**config.mk**
```make
export PLATFORM = sky130hd
export DESIGN_NAME = mem_port_arbiter_flat
export DESIGN_NICKNAME = d
export VERILOG_FILES = /design/src/rtl/mem_arb_pkg.sv /design/src/rtl/mem_port_arbiter_if.sv /design/src/rtl/fetch_starve_ctr.sv /design/src/rtl/mem_port_arbiter.sv /design/src/flat_wrapper.sv
export SDC_FILE = /design/constraint.sdc
export NUM_CORES = 1
export LEC_CHECK = 0
export CAP_MARGIN = 20
export CELL_PAD_IN_SITES_DETAIL_PLACEMENT = 1
export CELL_PAD_IN_SITES_GLOBAL_PLACEMENT = 1
export CORE_MARGIN = 3
export CORE_UTILIZATION = 29
export CTS_CLUSTER_DIAMETER = 60
export DETAILED_ROUTE_END_ITERATION = 16
export GPL_TIMING_DRIVEN = 0
export PLACE_DENSITY_LB_ADDON = 0.2
export REMOVE_ABC_BUFFERS = 1
export SYNTH_ARGS = -nofsm -noshare
export SYNTH_HDL_FRONTEND = slang
export SYNTH_SLANG_ARGS = --single-unit
export TNS_END_PERCENT = 30
```
**constraint.sdc**
```tcl
create_clock -name clk -period 2.7 [get_ports clk]
set_input_delay 0.27 -clock clk [delete_from_list [all_inputs] [get_ports clk]]
set_output_delay 0.27 -clock clk [all_outputs]
set_load 0.1 [all_outputs]
```
**src/rtl/mem_arb_pkg.sv**
```systemverilog
// Shared types and default parameters for the memory port arbiter.
// Imported by the interface, the starvation counter and the arbiter top.
package mem_arb_pkg;

    localparam int ADDR_W_DEF         = 10;
    localparam int DATA_W_DEF         = 16;
    localparam int FETCH_MAX_WAIT_DEF = 4;

    // Each state names the access being driven onto the memory port this cycle.
    typedef enum logic [1:0] {
        IDLE   = 2'd0,
        IF_ACC = 2'd1,
        D_ACC  = 2'd2
    } arb_state_e;

    function automatic int starve_cnt_w(input int max_wait);
        return (max_wait < 1) ? 1 : $clog2(max_wait + 1);
    endfunction

endpackage

```
**src/rtl/mem_port_arbiter_if.sv**
```systemverilog
// Bundle of the fetch port, data port and shared memory port signals.
// The arbiter uses the slave modport; the requesters and the memory use master.
interface mem_port_arbiter_if
    import mem_arb_pkg::*;
#(
    parameter int ADDR_W = ADDR_W_DEF,
    parameter int DATA_W = DATA_W_DEF
) ();

    logic              if_req;
    logic [ADDR_W-1:0] if_adr;
    logic              if_gnt;
    logic              if_valid;
    logic [DATA_W-1:0] if_rdata;

    logic              d_req;
    logic              d_we;
    logic [ADDR_W-1:0] d_adr;
    logic [DATA_W-1:0] d_wdata;
    logic              d_gnt;
    logic              d_valid;
    logic [DATA_W-1:0] d_rdata;

    logic [ADDR_W-1:0] m_adr;
    logic [DATA_W-1:0] m_wdata;
    logic              m_read;
    logic              m_write;
    logic [DATA_W-1:0] m_rdata;

    modport slave (
        input  if_req, if_adr, d_req, d_we, d_adr, d_wdata, m_rdata,
        output if_gnt, if_valid, if_rdata, d_gnt, d_valid, d_rdata,
        output m_adr, m_wdata, m_read, m_write
    );

    modport master (
        output if_req, if_adr, d_req, d_we, d_adr, d_wdata, m_rdata,
        input  if_gnt, if_valid, if_rdata, d_gnt, d_valid, d_rdata,
        input  m_adr, m_wdata, m_read, m_write
    );

endinterface

```
**src/rtl/fetch_starve_ctr.sv**
```systemverilog
// Counts consecutive cycles in which a pending fetch was denied the memory port.
// Saturates at MAX_WAIT so the arbiter can force the fetch through.
module fetch_starve_ctr
    import mem_arb_pkg::*;
#(
    parameter int MAX_WAIT = FETCH_MAX_WAIT_DEF,
    parameter int CNT_W    = starve_cnt_w(FETCH_MAX_WAIT_DEF)
) (
    input  logic             clk,
    input  logic             rst_n,
    input  logic             i_if_req,
    input  logic             i_if_gnt,
    output logic [CNT_W-1:0] o_count
);

    logic [CNT_W-1:0] r_count;

    // Denied-fetch counter: grows while fetch waits, clears on grant or no request.
    always_ff @(posedge clk or negedge rst_n) begin
        if (!rst_n) begin
            r_count <= '0;
        end else if (i_if_req && !i_if_gnt) begin
            if (r_count != CNT_W'(MAX_WAIT)) begin
                r_count <= r_count + CNT_W'(1);
            end else begin
                r_count <= r_count;
            end
        end else begin
            r_count <= '0;
        end
    end

    assign o_count = r_count;

endmodule

```
**src/rtl/mem_port_arbiter.sv**
```systemverilog
// Two-requester arbiter for a single-port memory: data has priority, fetch is
// forced through after FETCH_MAX_WAIT denials. Grant N, access N+1, valid N+2.
module mem_port_arbiter
    import mem_arb_pkg::*;
#(
    parameter int FETCH_MAX_WAIT = FETCH_MAX_WAIT_DEF,
    parameter int ADDR_W         = ADDR_W_DEF,
    parameter int DATA_W         = DATA_W_DEF
) (
    input  logic                clk,
    input  logic                rst_n,
    mem_port_arbiter_if.slave   bus
);

    localparam int CNT_W = starve_cnt_w(FETCH_MAX_WAIT);

    arb_state_e        r_state;
    arb_state_e        w_next_state;
    logic [CNT_W-1:0]  w_starve_cnt;
    logic              w_fetch_forced;
    logic              w_if_win;
    logic              w_d_win;

    logic [ADDR_W-1:0] r_adr;
    logic [DATA_W-1:0] r_wdata;
    logic              r_m_read;
    logic              r_m_write;
    logic              r_if_valid;
    logic              r_d_valid;
    logic [DATA_W-1:0] r_if_rdata;
    logic [DATA_W-1:0] r_d_rdata;

    fetch_starve_ctr #(
        .MAX_WAIT (FETCH_MAX_WAIT),
        .CNT_W    (CNT_W)
    ) u_starve (
        .clk      (clk),
        .rst_n    (rst_n),
        .i_if_req (bus.if_req),
        .i_if_gnt (w_if_win),
        .o_count  (w_starve_cnt)
    );

    // Arbitration and next-state selection; runs every cycle so grants can be back to back.
    always_comb begin
        w_fetch_forced = bus.if_req && (w_starve_cnt == CNT_W'(FETCH_MAX_WAIT));
        w_if_win       = 1'b0;
        w_d_win        = 1'b0;
        w_next_state   = IDLE;
        case (r_state)
            IDLE, IF_ACC, D_ACC: begin
                if (w_fetch_forced) begin
                    w_if_win     = 1'b1;
                    w_next_state = IF_ACC;
                end else if (bus.d_req) begin
                    w_d_win      = 1'b1;
                    w_next_state = D_ACC;
                end else if (bus.if_req) begin
                    w_if_win     = 1'b1;
                    w_next_state = IF_ACC;
                end else begin
                    w_next_state = IDLE;
                end
            end
            default: begin
                w_if_win     = 1'b0;
                w_d_win      = 1'b0;
                w_next_state = IDLE;
            end
        endcase
    end

    // Grants are masked by reset so nothing is accepted while rst_n is low.
    assign bus.if_gnt = w_if_win & rst_n;
    assign bus.d_gnt  = w_d_win & rst_n;

    // State register and capture of the winner's request into the memory port.
    always_ff @(posedge clk or negedge rst_n) begin
        if (!rst_n) begin
            r_state   <= IDLE;
            r_adr     <= '0;
            r_wdata   <= '0;
            r_m_read  <= 1'b0;
            r_m_write <= 1'b0;
        end else begin
            r_state   <= w_next_state;
            r_m_read  <= w_if_win | (w_d_win & ~bus.d_we);
            r_m_write <= w_d_win & bus.d_we;
            if (w_d_win) begin
                r_adr   <= bus.d_adr;
                r_wdata <= bus.d_wdata;
            end else if (w_if_win) begin
                r_adr   <= bus.if_adr;
                r_wdata <= r_wdata;
            end else begin
                r_adr   <= r_adr;
                r_wdata <= r_wdata;
            end
        end
    end

    // Response stage: valid one cycle after the access; rdata holds between reads.
    always_ff @(posedge clk or negedge rst_n) begin
        if (!rst_n) begin
            r_if_valid <= 1'b0;
            r_d_valid  <= 1'b0;
            r_if_rdata <= '0;
            r_d_rdata  <= '0;
        end else begin
            r_if_valid <= (r_state == IF_ACC);
            r_d_valid  <= (r_state == D_ACC);
            if (r_state == IF_ACC) begin
                r_if_rdata <= bus.m_rdata;
            end else begin
                r_if_rdata <= r_if_rdata;
            end
            if ((r_state == D_ACC) && r_m_read) begin
                r_d_rdata <= bus.m_rdata;
            end else begin
                r_d_rdata <= r_d_rdata;
            end
        end
    end

    assign bus.m_adr    = r_adr;
    assign bus.m_wdata  = r_wdata;
    assign bus.m_read   = r_m_read;
    assign bus.m_write  = r_m_write;
    assign bus.if_valid = r_if_valid;
    assign bus.if_rdata = r_if_rdata;
    assign bus.d_valid  = r_d_valid;
    assign bus.d_rdata  = r_d_rdata;

endmodule

```
**src/flat_wrapper.sv**
```systemverilog
// flat-port wrapper written by rule: the top's interface ports become plain ports
module mem_port_arbiter_flat import mem_arb_pkg::*;
#(
    parameter int FETCH_MAX_WAIT = FETCH_MAX_WAIT_DEF,
    parameter int ADDR_W         = ADDR_W_DEF,
    parameter int DATA_W         = DATA_W_DEF
)
  (clk, rst_n, bus_if_req, bus_if_adr, bus_d_req, bus_d_we, bus_d_adr, bus_d_wdata, bus_m_rdata, bus_if_gnt, bus_if_valid, bus_if_rdata, bus_d_gnt, bus_d_valid, bus_d_rdata, bus_m_adr, bus_m_wdata, bus_m_read, bus_m_write);
  mem_port_arbiter_if #(.ADDR_W(ADDR_W), .DATA_W(DATA_W)) bus_i ();
  input  logic clk;
  input  logic rst_n;
  input wire logic [$bits(bus_i.if_req)-1:0] bus_if_req;
  input wire logic [$bits(bus_i.if_adr)-1:0] bus_if_adr;
  input wire logic [$bits(bus_i.d_req)-1:0] bus_d_req;
  input wire logic [$bits(bus_i.d_we)-1:0] bus_d_we;
  input wire logic [$bits(bus_i.d_adr)-1:0] bus_d_adr;
  input wire logic [$bits(bus_i.d_wdata)-1:0] bus_d_wdata;
  input wire logic [$bits(bus_i.m_rdata)-1:0] bus_m_rdata;
  output wire logic [$bits(bus_i.if_gnt)-1:0] bus_if_gnt;
  output wire logic [$bits(bus_i.if_valid)-1:0] bus_if_valid;
  output wire logic [$bits(bus_i.if_rdata)-1:0] bus_if_rdata;
  output wire logic [$bits(bus_i.d_gnt)-1:0] bus_d_gnt;
  output wire logic [$bits(bus_i.d_valid)-1:0] bus_d_valid;
  output wire logic [$bits(bus_i.d_rdata)-1:0] bus_d_rdata;
  output wire logic [$bits(bus_i.m_adr)-1:0] bus_m_adr;
  output wire logic [$bits(bus_i.m_wdata)-1:0] bus_m_wdata;
  output wire logic [$bits(bus_i.m_read)-1:0] bus_m_read;
  output wire logic [$bits(bus_i.m_write)-1:0] bus_m_write;
  assign bus_i.if_req = bus_if_req;
  assign bus_i.if_adr = bus_if_adr;
  assign bus_i.d_req = bus_d_req;
  assign bus_i.d_we = bus_d_we;
  assign bus_i.d_adr = bus_d_adr;
  assign bus_i.d_wdata = bus_d_wdata;
  assign bus_i.m_rdata = bus_m_rdata;
  assign bus_if_gnt = bus_i.if_gnt;
  assign bus_if_valid = bus_i.if_valid;
  assign bus_if_rdata = bus_i.if_rdata;
  assign bus_d_gnt = bus_i.d_gnt;
  assign bus_d_valid = bus_i.d_valid;
  assign bus_d_rdata = bus_i.d_rdata;
  assign bus_m_adr = bus_i.m_adr;
  assign bus_m_wdata = bus_i.m_wdata;
  assign bus_m_read = bus_i.m_read;
  assign bus_m_write = bus_i.m_write;
  mem_port_arbiter #(.FETCH_MAX_WAIT(FETCH_MAX_WAIT), .ADDR_W(ADDR_W), .DATA_W(DATA_W)) u_core (.clk(clk), .rst_n(rst_n), .bus(bus_i));
endmodule
```
* Word level (Yosys, flattened, before mapping)
Index checks and enable logic that the tools add are counted.
Operators by class: $add $sub $neg 1, reduce and logical (&&, ||, !) cells 7, eq/ne operators 5, muxes and demuxes 15, bitwise operators 6
Operator list (number):
- 10-bit 2-to-1 mux | 2
- 1-bit 2-to-1 mux | 8
- 2-bit 2-to-1 mux | 3
- 3-bit 2-to-1 mux | 2
- 1-bit bitwise AND | 4
- 3-bit by 1-bit adder with 3-bit output (second input constant) | 1
- 3-bit == test (second input constant) | 1
- 1-bit logical AND | 3
- 3-bit != test (second input constant) | 1
- 3-bit OR reduction | 1
- 2-bit by 1-bit == test with 1-bit output (second input constant) | 1
- 2-bit == test (second input constant) | 1
- 2-bit zero test | 1
- 2-bit by 1-bit != test with 1-bit output (second input constant) | 1
- 2-bit nonzero test | 1
- 1-bit zero test | 1
- 1-bit inverter | 1
- 1-bit bitwise OR | 1
Storage, ports and cells: register bits 67, bits of input ports 57, output and inout port bits 64, logic and storage cells 44

* Longest topological paths before layout
depth in word-level cells 7, gate-level depth with buffers 7, gate-level depth less buffers 6

* By module
From an unflattened synthesis, not the netlist that was laid out.
Second synthesis, totals: cells, all modules 195, area, all modules 2737.6 sq um
By module, submodules not included:
- mem_port_arbiter | cells each 178, sequential area each 1601.5 sq um, area an instance 2562.5 sq um, times used 1
- fetch_starve_ctr | cells each 17, sequential area each 75.1 sq um, area an instance 175.2 sq um, times used 1

* Worst setup path after synthesis
No wires, ideal clock.
kind register to output, start register u_core.u_starve.r_count[0] (netlist: u_core.u_starve.o_count[0]), end output port bus_if_gnt, data required time 2430 ps, arrival 1882 ps, buffers on the path 1, setup slack 548 ps, cell stages (with the launch flop) 8, cell sequence dfrtp_1 inv_1 ha_1 a21bo_2 nand3_1 inv_1 buf_2 and2_1
On the way: longest elaborated chain between the ends 5
Ends and longest elaborated chain:
- start: declaration | RTL line fetch_starve_ctr.sv:16 | logic [CNT_W-1:0] r_count;
- start signal: assignment | RTL line fetch_starve_ctr.sv:24 | r_count <= r_count + CNT_W'(1);
- start signal: assignment | RTL line fetch_starve_ctr.sv:26 | r_count <= r_count;
- 3-bit == test | RTL line mem_port_arbiter.sv:46 | w_fetch_forced = bus.if_req && (w_starve_cnt == CNT_W'(FETCH_MAX_WAIT));
- 1-bit logical AND | RTL line mem_port_arbiter.sv:46
- 1-bit 2-to-1 mux | RTL line mem_port_arbiter.sv:52 | if (w_fetch_forced) begin
- 1-bit 2-to-1 mux | RTL line mem_port_arbiter.sv:50 | case (r_state)
- 1-bit bitwise AND | RTL line mem_port_arbiter.sv:74 | assign bus.if_gnt = w_if_win & rst_n;
- end: declaration | RTL line flat_wrapper.sv:19 | output wire logic [$bits(bus_i.if_gnt)-1:0] bus_if_gnt;
Every way passes these cells.

* Worst setup path after layout
Ends and elaborated chain as after synthesis.

==> results.ini <==
[cts]
cts_tree = built
post_cts_buffers = 0
path_clk_slew_ns = 0.08
cts_root_buf = clkbuf_8
clkSinkCount = 67
h-tree-depth = 3
clock_latency_ns = 0.33
max-clock-path-buffers = 2
cts_buffers = 9

[power_and_ir_drop]
ir_drop_v = 0.000462
powerDensity_nw_per_um2 = 997
intPower_uw = 2130
p_seq_share_pct = 30.7
p_leak_uw = 0.00173
pwr-share-clk_pct = 20.5
p_switching_uw = 1990
swShare_pct = 48.3
combPwrFrac_pct = 48.8

[routing]
avgViaCountPerCell = 4.58
drc_errors = 0
m1WireLength_um = 2640
first_pass_iters = 4
totalWireLength_um = 7060
topRoutingLayerUsed = met4
wire_per_inst_um = 17.1
wl_met3_um = 323
wl_met2_um = 4010
routed-via-count = 1886
drt_iter0_drc = 33
final_antenna_net_count = 0

[floorplan]
core_um2 = 8760
die_h_um = 101
initial_utilization_pct = 30.1
die_w_um = 101
rows = 34
boundaryPins = 121
design.die.area_um2 = 10300

[logic_synthesis]
yosysWarnings = 0
syn_area_per_cell_um2 = 15.1
yosys.area.top_type = dfrtp_1
netlist_area_um2 = 2630
synth_edf_count = 0
yosysUniqueCellTypes = 25
async_reset_ff_share_pct = 100
ys_top_cells_by_count = dfrtp_1 (67), mux2_2 (48), and2_1 (14)
netlist_instances = 174
post-synth-top-count-cell = dfrtp_1
ys.flop_type = dfrtp_1
ys_top_cells_by_area = dfrtp_1 (64%), mux2_2 (21%), a221o_1 (3.8%)
synth_top_cell_area_share_pct = 63.7
synth_seq_area_share_pct = 63.7
yosys_register_bits = 67

[flow_run]
drv_cap = 0

[global_routing]
overflow = 0
grt_pass1_vias = 2084
grt_max_degree = 37
grtUsageTotal_pct = 14.3
grt_pass1_wl_um = 11100
grt_antenna_before_repair = 0

[placement]
post-place-ws_ns = -0.355
gp_congestion = 0.762
dp_hpwl_um = 5130
portBuffers = 120

[setup_path]
cp.arrival_ns = 2.26
setup.worst_path.start_class = flip-flop
cp-end-kind = primary output
cp_top_family = buffers and inverters
max_stage_delay_ns = 0.42
required_ns = 2.43
worstPathMaxFanout = 13
criticalPathCategory = flip-flop to primary output
cp_slowest_cell = buf_2
critPathBufInv = 3
crit_chain = inv_1, ha_1, a21bo_2, nand3_1, inv_1, and2_1, buf_2
crit_top_cell = inv_1

[timing]
hold_viol_final = 0
rsz0062_at_grt = no
tightest_slew_ns = 1.02
layout_setup_ws_ns = 0.167
setup_viol = 0
finalCritPeriodShare_pct = 93.8
slew_headroom_pct = 32.0
final.setup_skew_ns = 0.0111
finalMaxSlewViolations = 0
timing.fmax_mhz = 395
finalCriticalPeriod_ns = 2.53
fin_tns_setup_ns = 0

[worst_hold_path]
worstHoldPathType = input port to asynchronous set/reset pin

[final_layout]
drive_gt1_share_pct = 23.7
diodes = 0
area_delta_synth_final_pct = 57.1
fin_nets = 358

[outcome]
status = complete, no violations

-- state kept, by name, summed over array words and instances (netlist names) --
name and flops:
u_core.bus.d_valid 1, u_core.bus.if_valid 1, u_core.bus.m_read 1, u_core.bus.d_rdata 16, u_core.u_starve.o_count 3, u_core.bus.m_wdata 16, u_core.bus.m_adr 10, u_core.r_state 2
u_core.bus.m_write 1, u_core.bus.if_rdata 16
-- stage by stage --
stage / cells / instance area [µm²] / util [%] / total power (µW) / hold slack [ns]
floorplan: 166 / 2580 / - / 2770 / -0.0256
global placement: 394 / 3920 / 44.7 / 3300 / 0.488
detailed placement: 395 / 3930 / 44.9 / 3320 / 0.245
CTS: 412 / 4140 / 47.3 / 4190 / 0.412
global route: 412 / 4140 / 47.2 / 4290 / 0.436
finish: 412 / 4140 / 47.2 / 4130 / 0.419
-- power by group through the flow --
stage          clock network [µW]  registers [µW]  logic (µW)
2_1_floorplan                   0            2550         214
3_3_place_gp                    0            1280        2020
3_5_place_dp                    0            1290        2030
4_1_cts                       889            1270        2040
5_1_grt                       932            1290        2070
6_report                      844            1270        2010
-- layer usage --
metal / track usage, % / up-vias
met5: 0 / -
met4: 3.99 / 0
met3: 4.96 / 6
met2: 26.4 / 45
met1: 15.3 / 970
li1: - / 865
-- final timing paths --
| check | slack (ns) | endpoint | startpoint | cells after the start |
|---|---|---|---|---|
| max | 0.17 | bus_if_gnt | u_core.u_starve.o_count[0]$_DFFE_PN0P_ | 7 |
| max reg2reg | 1.00 | u_core.bus.m_wdata[4]$_DFFE_PN0P_ | u_core.u_starve.o_count[0]$_DFFE_PN0P_ | 5 |
| min in group clk | 0.51 | u_core.bus.d_rdata[15]$_DFFE_PN0P_ | u_core.bus.d_rdata[15]$_DFFE_PN0P_ | 1 |
| min reg2reg | 0.51 | u_core.bus.d_rdata[15]$_DFFE_PN0P_ | u_core.bus.d_rdata[15]$_DFFE_PN0P_ | 1 |
| min | 0.42 | u_core.bus.m_wdata[9]$_DFFE_PN0P_ | rst_n | 2 |
| max in group asynchronous | 1.73 | u_core.bus.d_rdata[5]$_DFFE_PN0P_ | rst_n | 3 |
-- cell families (layout without fill, tap and decap cells) --
group	after synthesis	in the layout	synth area share (%)
compound gates	18	18	6.03
fa+ha+maj	2	2	0.950
buf+inv	12	142	2.61
flops	67	67	63.7
mux	48	48	20.5
simple gates	27	27	6.22
-- layout make-up --
cell class	instances	area, µm²
inverter	4	15.0
clock inverter	6	65.1
fill	913	4630
timing repair buffer	122	1220
multi-input combinational	95	888
sequential	67	1680
clock buffer	10	138
tap	108	135
-- cells in the final DEF, fill, tap and decap left out, types with 4 or more instances in the layout --
master / n
clkdlybuf4s50_1: 117
dfrtp_1: 67
mux2_2: 48
and2_1: 14
a221o_1: 10
clkbuf_8: 10
inv_1: 4
-- repair_timing --
| item | 4_1_cts | 5_1_grt |
|---|---|---|
| endpoints found under the hold margin | 32 | 0 |
| gates cloned | 0 | 0 |
| endpoints found under the setup margin | 2 | 1 |
| resized for setup | 8 | 2 |
| hold buffers | 1 | 0 |
No activity file was read; power rests on OpenSTA's default activity.
